**config.mk**
```make
export PLATFORM = sky130hd
export DESIGN_NAME = wbtracemon
export DESIGN_NICKNAME = d
export VERILOG_FILES = /design/src/rtl/wbtracemon.sv
export SDC_FILE = /design/constraint.sdc
export NUM_CORES = 2
export LEC_CHECK = 0
export CAP_MARGIN = 0
export CORE_UTILIZATION = 50
export DETAILED_ROUTE_END_ITERATION = 8
export PLACE_DENSITY_LB_ADDON = 0.15
export SLEW_MARGIN = 25
export SYNTH_ARGS = -nofsm -noshare
export SYNTH_HDL_FRONTEND = slang
export SYNTH_SLANG_ARGS = --single-unit
export TNS_END_PERCENT = 20
```
**constraint.sdc**
```tcl
create_clock -name i_wb_clk -period 6.6 [get_ports i_wb_clk]
set_input_delay 1.32 -clock i_wb_clk [delete_from_list [all_inputs] [get_ports i_wb_clk]]
set_output_delay 1.32 -clock i_wb_clk [all_outputs]
set_load 0.01 [all_outputs]
```
**src/rtl/wbtracemon.sv**
```systemverilog
// rtl/wbtracemon.sv - passive Wishbone B4 pipelined trace monitor emitting one record per completed transaction
// Optional request timeout is compiled in when WBTRACEMON_TIMEOUT_EN is defined.
module wbtracemon #(
    parameter int ADDRBITS = 26,
    parameter int DATABITS = 16,
    parameter int TIDBITS  = 13,
    parameter int LATBITS  = 8,
    parameter int DEPTH    = 32,
    parameter int TIMEOUT  = 200,
    parameter int DROPBITS = 8
) (
    input  logic                i_wb_clk,
    input  logic                i_wb_rst,
    input  logic [ADDRBITS-1:0] i_wb_adr,
    input  logic [DATABITS-1:0] i_wb_dat_m,
    input  logic                i_wb_we,
    input  logic                i_wb_stb,
    input  logic                i_wb_cyc,
    input  logic                i_wb_stall,
    input  logic                i_wb_ack,
    input  logic                i_wb_err,
    input  logic [DATABITS-1:0] i_wb_dat_s,
    input  logic                i_dbg_en,
    input  logic [ADDRBITS-1:0] i_flt_adr,
    input  logic [ADDRBITS-1:0] i_flt_mask,
    input  logic [1:0]          i_flt_we,
    output logic                o_dbg_stb,
    input  logic                i_dbg_rdy,
    output logic [2+TIDBITS+1+ADDRBITS+2*DATABITS+LATBITS-1:0] o_dbg_txn,
    output logic [DROPBITS-1:0] o_drop_cnt,
    output logic                o_desync
);

    localparam int BUSBITS = 2 + TIDBITS + 1 + ADDRBITS + 2 * DATABITS + LATBITS;
    localparam int AW      = $clog2(DEPTH);
    localparam int EW      = 1 + TIDBITS + 1 + ADDRBITS + DATABITS + LATBITS;

    localparam logic [1:0] ST_ACK = 2'd0;
    localparam logic [1:0] ST_ERR = 2'd1;
    localparam logic [1:0] ST_TMO = 2'd2;

`ifdef WBTRACEMON_TIMEOUT_EN
    localparam logic TO_EN = 1'b1;
`else
    localparam logic TO_EN = 1'b0;
`endif

    logic [LATBITS-1:0] ts;
    logic [TIDBITS-1:0] tid;
    logic [AW:0]        wr_ptr;
    logic [AW:0]        rd_ptr;
    logic [EW-1:0]      mem [DEPTH];

    logic               accept;
    logic               any_resp;
    logic               resp;
    logic               empty;
    logic               full;
    logic               we_ok;
    logic               keep_new;
    logic [EW-1:0]      new_entry;

    logic [EW-1:0]      head;
    logic               head_keep;
    logic [TIDBITS-1:0] head_tid;
    logic               head_we;
    logic [ADDRBITS-1:0] head_adr;
    logic [DATABITS-1:0] head_dat_m;
    logic [LATBITS-1:0] head_ts;
    logic [LATBITS-1:0] head_lat;

    logic               bypass;
    logic               pop_resp;
    logic               timeout;
    logic               pop;
    logic               push;
    logic               overflow;
    logic [1:0]         resp_status;

    logic               rec_valid;
    logic [BUSBITS-1:0] rec;

    assign accept   = i_wb_cyc & i_wb_stb & ~i_wb_stall;
    assign any_resp = i_wb_ack | i_wb_err;
    assign resp     = i_wb_cyc & any_resp;

    assign empty = (wr_ptr == rd_ptr);
    assign full  = (wr_ptr[AW] != rd_ptr[AW]) && (wr_ptr[AW-1:0] == rd_ptr[AW-1:0]);

    always_comb begin
        we_ok = 1'b0;
        case (i_flt_we)
            2'd0:    we_ok = 1'b1;
            2'd1:    we_ok = ~i_wb_we;
            2'd2:    we_ok = i_wb_we;
            default: we_ok = 1'b0;
        endcase
    end

    assign keep_new  = i_dbg_en && (((i_wb_adr ^ i_flt_adr) & i_flt_mask) == '0) && we_ok;
    assign new_entry = {keep_new, tid, i_wb_we, i_wb_adr, i_wb_dat_m, ts};

    assign head = mem[rd_ptr[AW-1:0]];
    assign {head_keep, head_tid, head_we, head_adr, head_dat_m, head_ts} = head;
    assign head_lat = ts - head_ts;

    // err outranks ack when a slave raises both in one cycle
    assign resp_status = i_wb_err ? ST_ERR : ST_ACK;

    // A desynchronised pipeline is frozen until the master ends the cycle
    assign bypass   = empty & accept & resp & ~o_desync;
    assign pop_resp = ~empty & resp & ~o_desync;
    assign timeout  = TO_EN & ~empty & i_wb_cyc & ~any_resp & ~o_desync
                      & (head_lat >= LATBITS'(TIMEOUT));
    assign pop      = pop_resp | timeout;
    assign push     = accept & ~bypass & ~o_desync & (~full | pop);
    assign overflow = accept & ~bypass & ~o_desync & full & ~pop;

    always_comb begin
        rec_valid = 1'b0;
        rec       = '0;
        if (bypass) begin
            rec_valid = keep_new;
            rec       = {resp_status, tid, i_wb_we, i_wb_adr, i_wb_dat_m, i_wb_dat_s, {LATBITS{1'b0}}};
        end else if (pop_resp) begin
            rec_valid = head_keep;
            rec       = {resp_status, head_tid, head_we, head_adr, head_dat_m, i_wb_dat_s, head_lat};
        end else if (timeout) begin
            rec_valid = head_keep;
            rec       = {ST_TMO, head_tid, head_we, head_adr, head_dat_m, {DATABITS{1'b0}}, head_lat};
        end
    end

    always_ff @(posedge i_wb_clk) begin
        if (!i_wb_rst && push) begin
            mem[wr_ptr[AW-1:0]] <= new_entry;
        end
    end

    always_ff @(posedge i_wb_clk) begin
        if (i_wb_rst) begin
            ts       <= '0;
            tid      <= '0;
            wr_ptr   <= '0;
            rd_ptr   <= '0;
            o_desync <= 1'b0;
        end else begin
            ts <= ts + 1'b1;
            if (accept) begin
                tid <= tid + 1'b1;
            end
            if (!i_wb_cyc) begin
                wr_ptr   <= '0;
                rd_ptr   <= '0;
                o_desync <= 1'b0;
            end else begin
                if (push) begin
                    wr_ptr <= wr_ptr + 1'b1;
                end
                if (pop) begin
                    rd_ptr <= rd_ptr + 1'b1;
                end
                if (overflow || timeout) begin
                    o_desync <= 1'b1;
                end
            end
        end
    end

    // Output holding register: a record that finds it occupied and not draining is lost
    always_ff @(posedge i_wb_clk) begin
        if (i_wb_rst) begin
            o_dbg_stb  <= 1'b0;
            o_dbg_txn  <= '0;
            o_drop_cnt <= '0;
        end else begin
            if (o_dbg_stb && i_dbg_rdy) begin
                o_dbg_stb <= 1'b0;
            end
            if (rec_valid) begin
                if (!o_dbg_stb || i_dbg_rdy) begin
                    o_dbg_stb <= 1'b1;
                    o_dbg_txn <= rec;
                end else if (o_drop_cnt != {DROPBITS{1'b1}}) begin
                    o_drop_cnt <= o_drop_cnt + 1'b1;
                end
            end
        end
    end

endmodule

```
# --- Word level (Yosys, flattened, before mapping) ---
# Memory sizes are Yosys's and may differ from the RTL's. A register that Yosys moved wholly into a read port is not among the register bits.
# Index checks and enable logic that the tools add are counted.
word_totals:
  regBits: 125
  mem_bits_rw: 2080
  in_bits: 122
  out_inout_bits: 92
  memories: 1
memory_table:
  columns: ["memory", "depth", "width", "read_ports", "rd_ports_with_merged_regs", "wr", "line", "text"]
  rows:
  - ["mem", 32, 65, 1, 1, 1, "52", "logic [EW-1:0] mem [DEPTH];"]
op_classes:
  add_sub_neg: 6
  eq_ne: 6
  mux: 13
  bitwise: 26
  reduce_logical: 13
op_table:
  columns: ["operator", "count"]
  rows:
  - ["$mux W82", 1]
  - ["$mux W81", 1]
  - ["$and A26 B26 Y26", 1]
  - ["$logic_not A26 Y1", 1]
  - ["$xor A26 B26 Y26", 1]
  - ["$add A8 B1 Y8 const B", 2]
  - ["$add A13 B1 Y13 const B", 1]
  - ["$and A1 B1 Y1", 13]
  - ["$add A6 B1 Y6 const B", 2]
  - ["$mux W5", 2]
  - ["$not A1 Y1", 9]
  - ["$mux W1", 8]
  - ["$ne A8 B8 Y1 const B", 1]
  - ["$sub A8 B8 Y8", 1]
  - ["$eq A6 B6 Y1", 1]
  - ["$eq A5 B5 Y1", 1]
  - ["$logic_and A1 B1 Y1", 5]
  - ["$pmux W1 S3", 1]
  - ["$reduce_and A3 Y1", 1]
  - ["$eq A2 B1 Y1 const B", 1]
  - ["$eq A2 B2 Y1 const B", 1]
  - ["$logic_not A1 Y1", 2]
  - ["$logic_not A2 Y1", 1]
  - ["$or A1 B1 Y1", 2]
  - ["4 further kinds", 4]

# --- Longest topological paths before layout ---
logic_depth:
  word_depth: 12
  ltp_mapped: 18
  ltp_nobuf: 13

# --- Worst setup path before layout ---
# OpenSTA, ideal clock, no wires.
synth_timing:
  kind: "input -> register"
  from: "input port i_wb_err"
  to: "memory mem[29][0] in the netlist's numbering, enable pin"
  setup_time_ns: 0.489
  t_arrival_ns: 5.474
  required_time_ns: 6.111
  slack_ns: 0.637
  stages: 6
  path_buffers: 0
  cell_sequence: "o211a_1 > xnor2_1 > a211oi_1 > and2_1 > nand2_1 > nor2_1"
synth_via:
  elab_chain_cells: 11
synth_lines:
  columns: ["element", "line", "text"]
  rows:
  - ["start, declared", "21", "input logic i_wb_err,"]
  - ["$or A1 B1 Y1 (*)", "84", "assign any_resp = i_wb_ack | i_wb_err;"]
  - ["$and A1 B1 Y1 (*)", "85", "assign resp = i_wb_cyc & any_resp;"]
  - ["$and A1 B1 Y1 (2 in a row)", "111", "assign bypass = empty & accept & resp & ~o_desync;"]
  - ["$not A1 Y1", "116", "assign push = accept & ~bypass & ~o_desync & (~full | pop);"]
  - ["$and A1 B1 Y1 (2 in a row)", "116", null]
  - ["$and A1 B1 Y1 (*)", "116", null]
  - ["$logic_and A1 B1 Y1 (*)", "135", "if (!i_wb_rst && push) begin"]
  - ["$mux W1 (*)", "135", null]
  - ["$mux W1 (implied by the code) (*)", "136", "mem[wr_ptr[AW-1:0]] <= new_entry;"]
  - ["end, declared", "52", null]
# Mark *: on every way between the ends. The rest lies on a longest branch, timed or not.

==> flow_metrics.tcl <==
set metrics [dict create \
    cts_root_buf "clkbuf_16" \
    die_x_um 414.1 \
    hp-class "reg2reg" \
    nets 4248 \
    clock-sinks 2209 \
    syn_area_sq_mm 0.08491 \
    maxCapViolCount 0 \
    setup_violations 0 \
    core_region_area_sq_mm 0.1680 \
    synth-seq-cells 2209 \
    fin_crit_sh_pct 65.40 \
    numCtsBuffers 216 \
    cp_max_fo 72 \
    critical_path_required_ps 7360 \
    clk_latency_ps 850 \
    p_total_mw 27.87 \
    relSlewSlack_pct 37.15 \
    status "completed" \
    dr.pass1.iters 5 \
    cts_resized 0 \
    place.gp.congestion 0.8395 \
    cellLeakagePower_nw 30.04 \
    finalCriticalPeriod_ps 4316 \
    placedCellCount 6095 \
    wire_per_inst_um 32.39 \
    clk_pin_slew_ps 60 \
    clockBufferDepth 3 \
    grt_overflow 0 \
    synthFlopType "edfxtp_1" \
    yosys_warnings 0 \
    final_cells 6502 \
    vdd_ir_drop_max_uv 282.7 \
    worst_pin_slew_ps 939.8 \
    syn_inst 3727 \
    start_util_pct 50.55 \
    syn2layout_area_growth_pct 15.15 \
    fin_skew_ps 19.51 \
    pin_count 214 \
    cp-end-kind "flip-flop" \
    async_reset_ff_share_pct 0 \
    die_area_sq_mm 0.1715 \
    crit_chain "buf_12 -> mux4_2 -> mux4_2 -> mux2i_1 -> ha_1 -> nand2_1 -> a21oi_1 -> a211oi_1 -> xnor2_1 -> nand3_1 -> a21oi_1" \
    grt_max_degree 104 \
    htreeDepth 4 \
    cts_hold_buffers 0 \
    post_cts_buffers 0 \
    drc 0 \
    max_stage_delay_ps 820 \
    num-fill-cells 11970 \
    drt_wl_total_um 210600 \
    synth_cell_types 55 \
    drive_above_1_share_pct 28.76 \
    slowest_stage "dfxtp_4" \
    grt_pass1_vias 40990 \
    ys_seq_area_share_pct 76.60 \
    cts_tree "yes" \
    rows 150 \
    via_per_inst 6.283 \
    io_buffers 212 \
    grt.total_usage_pct 24.81 \
    powerDensity_mw_per_mm2 285.0 \
    hold_viol_final 0 \
    critPathLaunchType "flip-flop" \
    chipHeight_um 414.1 \
    synth_edf_count 2080 \
    hpwl_um 115900 \
    rsz0062_at_grt "no" \
    tns_ps 0 \
    report.final.slew_viol_count 0 \
    grt_pass1_wl_um 302900 \
    synth_nets 3866 \
    grt_antenna_before_repair 8 \
    ant_nets 0 \
    max_freq_mhz 231.7 \
    drtIter0Drc 4744 \
    finalWorstSetupSlack_ps 2284 \
    place_ws_ps 1773 \
    synth.avg_cell_area_sq_um 22.78 \
    vias 40850 \
    worstSetupPathType "reg2reg" \
    arrival_ps 5080 \
]
## worst max-delay path: cells and delay by family, from the launching register on
kind | cells | cell delay, ps
fa+ha+maj | 1 | 420
simple gates | 2 | 190
mux | 3 | 1610
flops | 1 | 820
compound gates | 3 | 420
xor+xnor | 1 | 170
buf+inv | 1 | 500
## registers in the layout, indices dropped and copies added (netlist names), named ones only
register / flops
mem: 2080
o_drop_cnt: 8
o_desync: 1
o_dbg_txn: 81
o_dbg_stb: 1
tid: 13
rd_ptr: 6
ts: 8
wr_ptr: 6
## cell type report
class                   instances  area [sq um]  area share [%]
clock buffers                 266          5737           5.867
repair buffers                370          3776           3.862
flip-flops and latches       2209         65060           66.55
diodes                          1         2.502        0.002559
multi-input cells            1301         19140           19.58
inverters                      11         42.54         0.04351
clock inverters               140          1251           1.280
well taps                    2204          2758           2.820
## stage by stage
step | hold WS [ps] | util (%) | area (sq um)
2_1_floorplan | 494.2 | - | 84910
3_3_place_gp | 456.9 | 54.05 | 90790
3_5_place_dp | 465.3 | 54.07 | 90820
4_1_cts | 473.1 | 58.23 | 97810
5_1_grt | 487.5 | 58.21 | 97770
6_report | 473.9 | 58.21 | 97770
## per-layer routing
metal | vias to the layer above | share of wire, % | GRT usage, %
li1 | 16680 | - | -
met1 | 22270 | 42 | 36.14
met2 | 1595 | 48 | 38.99
met3 | 300 | 7.1 | 4.180
met4 | 4 | 2.8 | 7.240
met5 | - | 0.011 | 0
## logic make-up (layout without fill, tap and decap cells)
kind of cell | count (synthesis) | in the layout | synth area share, %
AO/OA/AOI/OAI | 286 | 286 | 1.998
XOR/XNOR | 64 | 64 | 0.6602
adder cells (fa/ha/maj) | 17 | 17 | 0.2593
buffers and inverters | 217 | 787 | 1.170
flip-flops | 2209 | 2209 | 76.60
multiplexers | 725 | 725 | 18.09
other | 1 | 2 | 0.004416
AND/OR/NAND/NOR | 208 | 208 | 1.217
## final timing paths
kind                 startpoint            end  slack, ps  cells after the start
hold reg to reg   o_dbg_txn[22]  o_dbg_txn[22]        470                      2
setup / recovery      flip-flop   o_dbg_txn[5]       2280                     11
setup reg to reg      flip-flop   o_dbg_txn[5]       2280                     11
hold / removal    o_dbg_txn[22]  o_dbg_txn[22]        470                      2
## synthesized netlist by cell type, drive strengths merged (8+ instances only)
cell / instances / area share [%]
dfxtp: 129 / 3.0
nand2: 32 / 0.14
nand3b: 10 / 0.088
a21oi: 154 / 0.91
and3: 8 / 0.059
edfxtp: 2080 / 74
buf: 107 / 0.68
mux2i: 22 / 0.26
nand4: 16 / 0.12
o21ai: 35 / 0.21
nand3: 38 / 0.22
nor2: 70 / 0.31
clkbuf: 99 / 0.44
mux2: 62 / 0.83
inv: 11 / 0.049
ha: 16 / 0.24
a22oi: 76 / 0.67
xor2: 44 / 0.45
xnor2: 20 / 0.21
mux4: 641 / 17
## report_power, final
| group | leakage, nW | total (mW) | switching (mW) | internal [mW] |
|---|---|---|---|---|
| Combinational | 6.19 | 0.469 | 0.314 | 0.155 |
| Clock | 3.42 | 12.1 | 5.24 | 6.88 |
| Sequential | 20.4 | 15.3 | 0.00900 | 15.3 |
## placed cells by master, fill, tap and decap left out, drive strengths merged, types with 32 or more instances in the layout
cell type	n
a21oi	154
a22oi	76
buf	166
clkbuf	266
clkdlybuf4s50	204
clkinv	103
dfxtp	129
edfxtp	2080
mux2	62
mux4	641
nand2	32
nand3	38
nor2	70
o21ai	35
xor2	44
No activity file was read; power rests on OpenSTA's default activity.
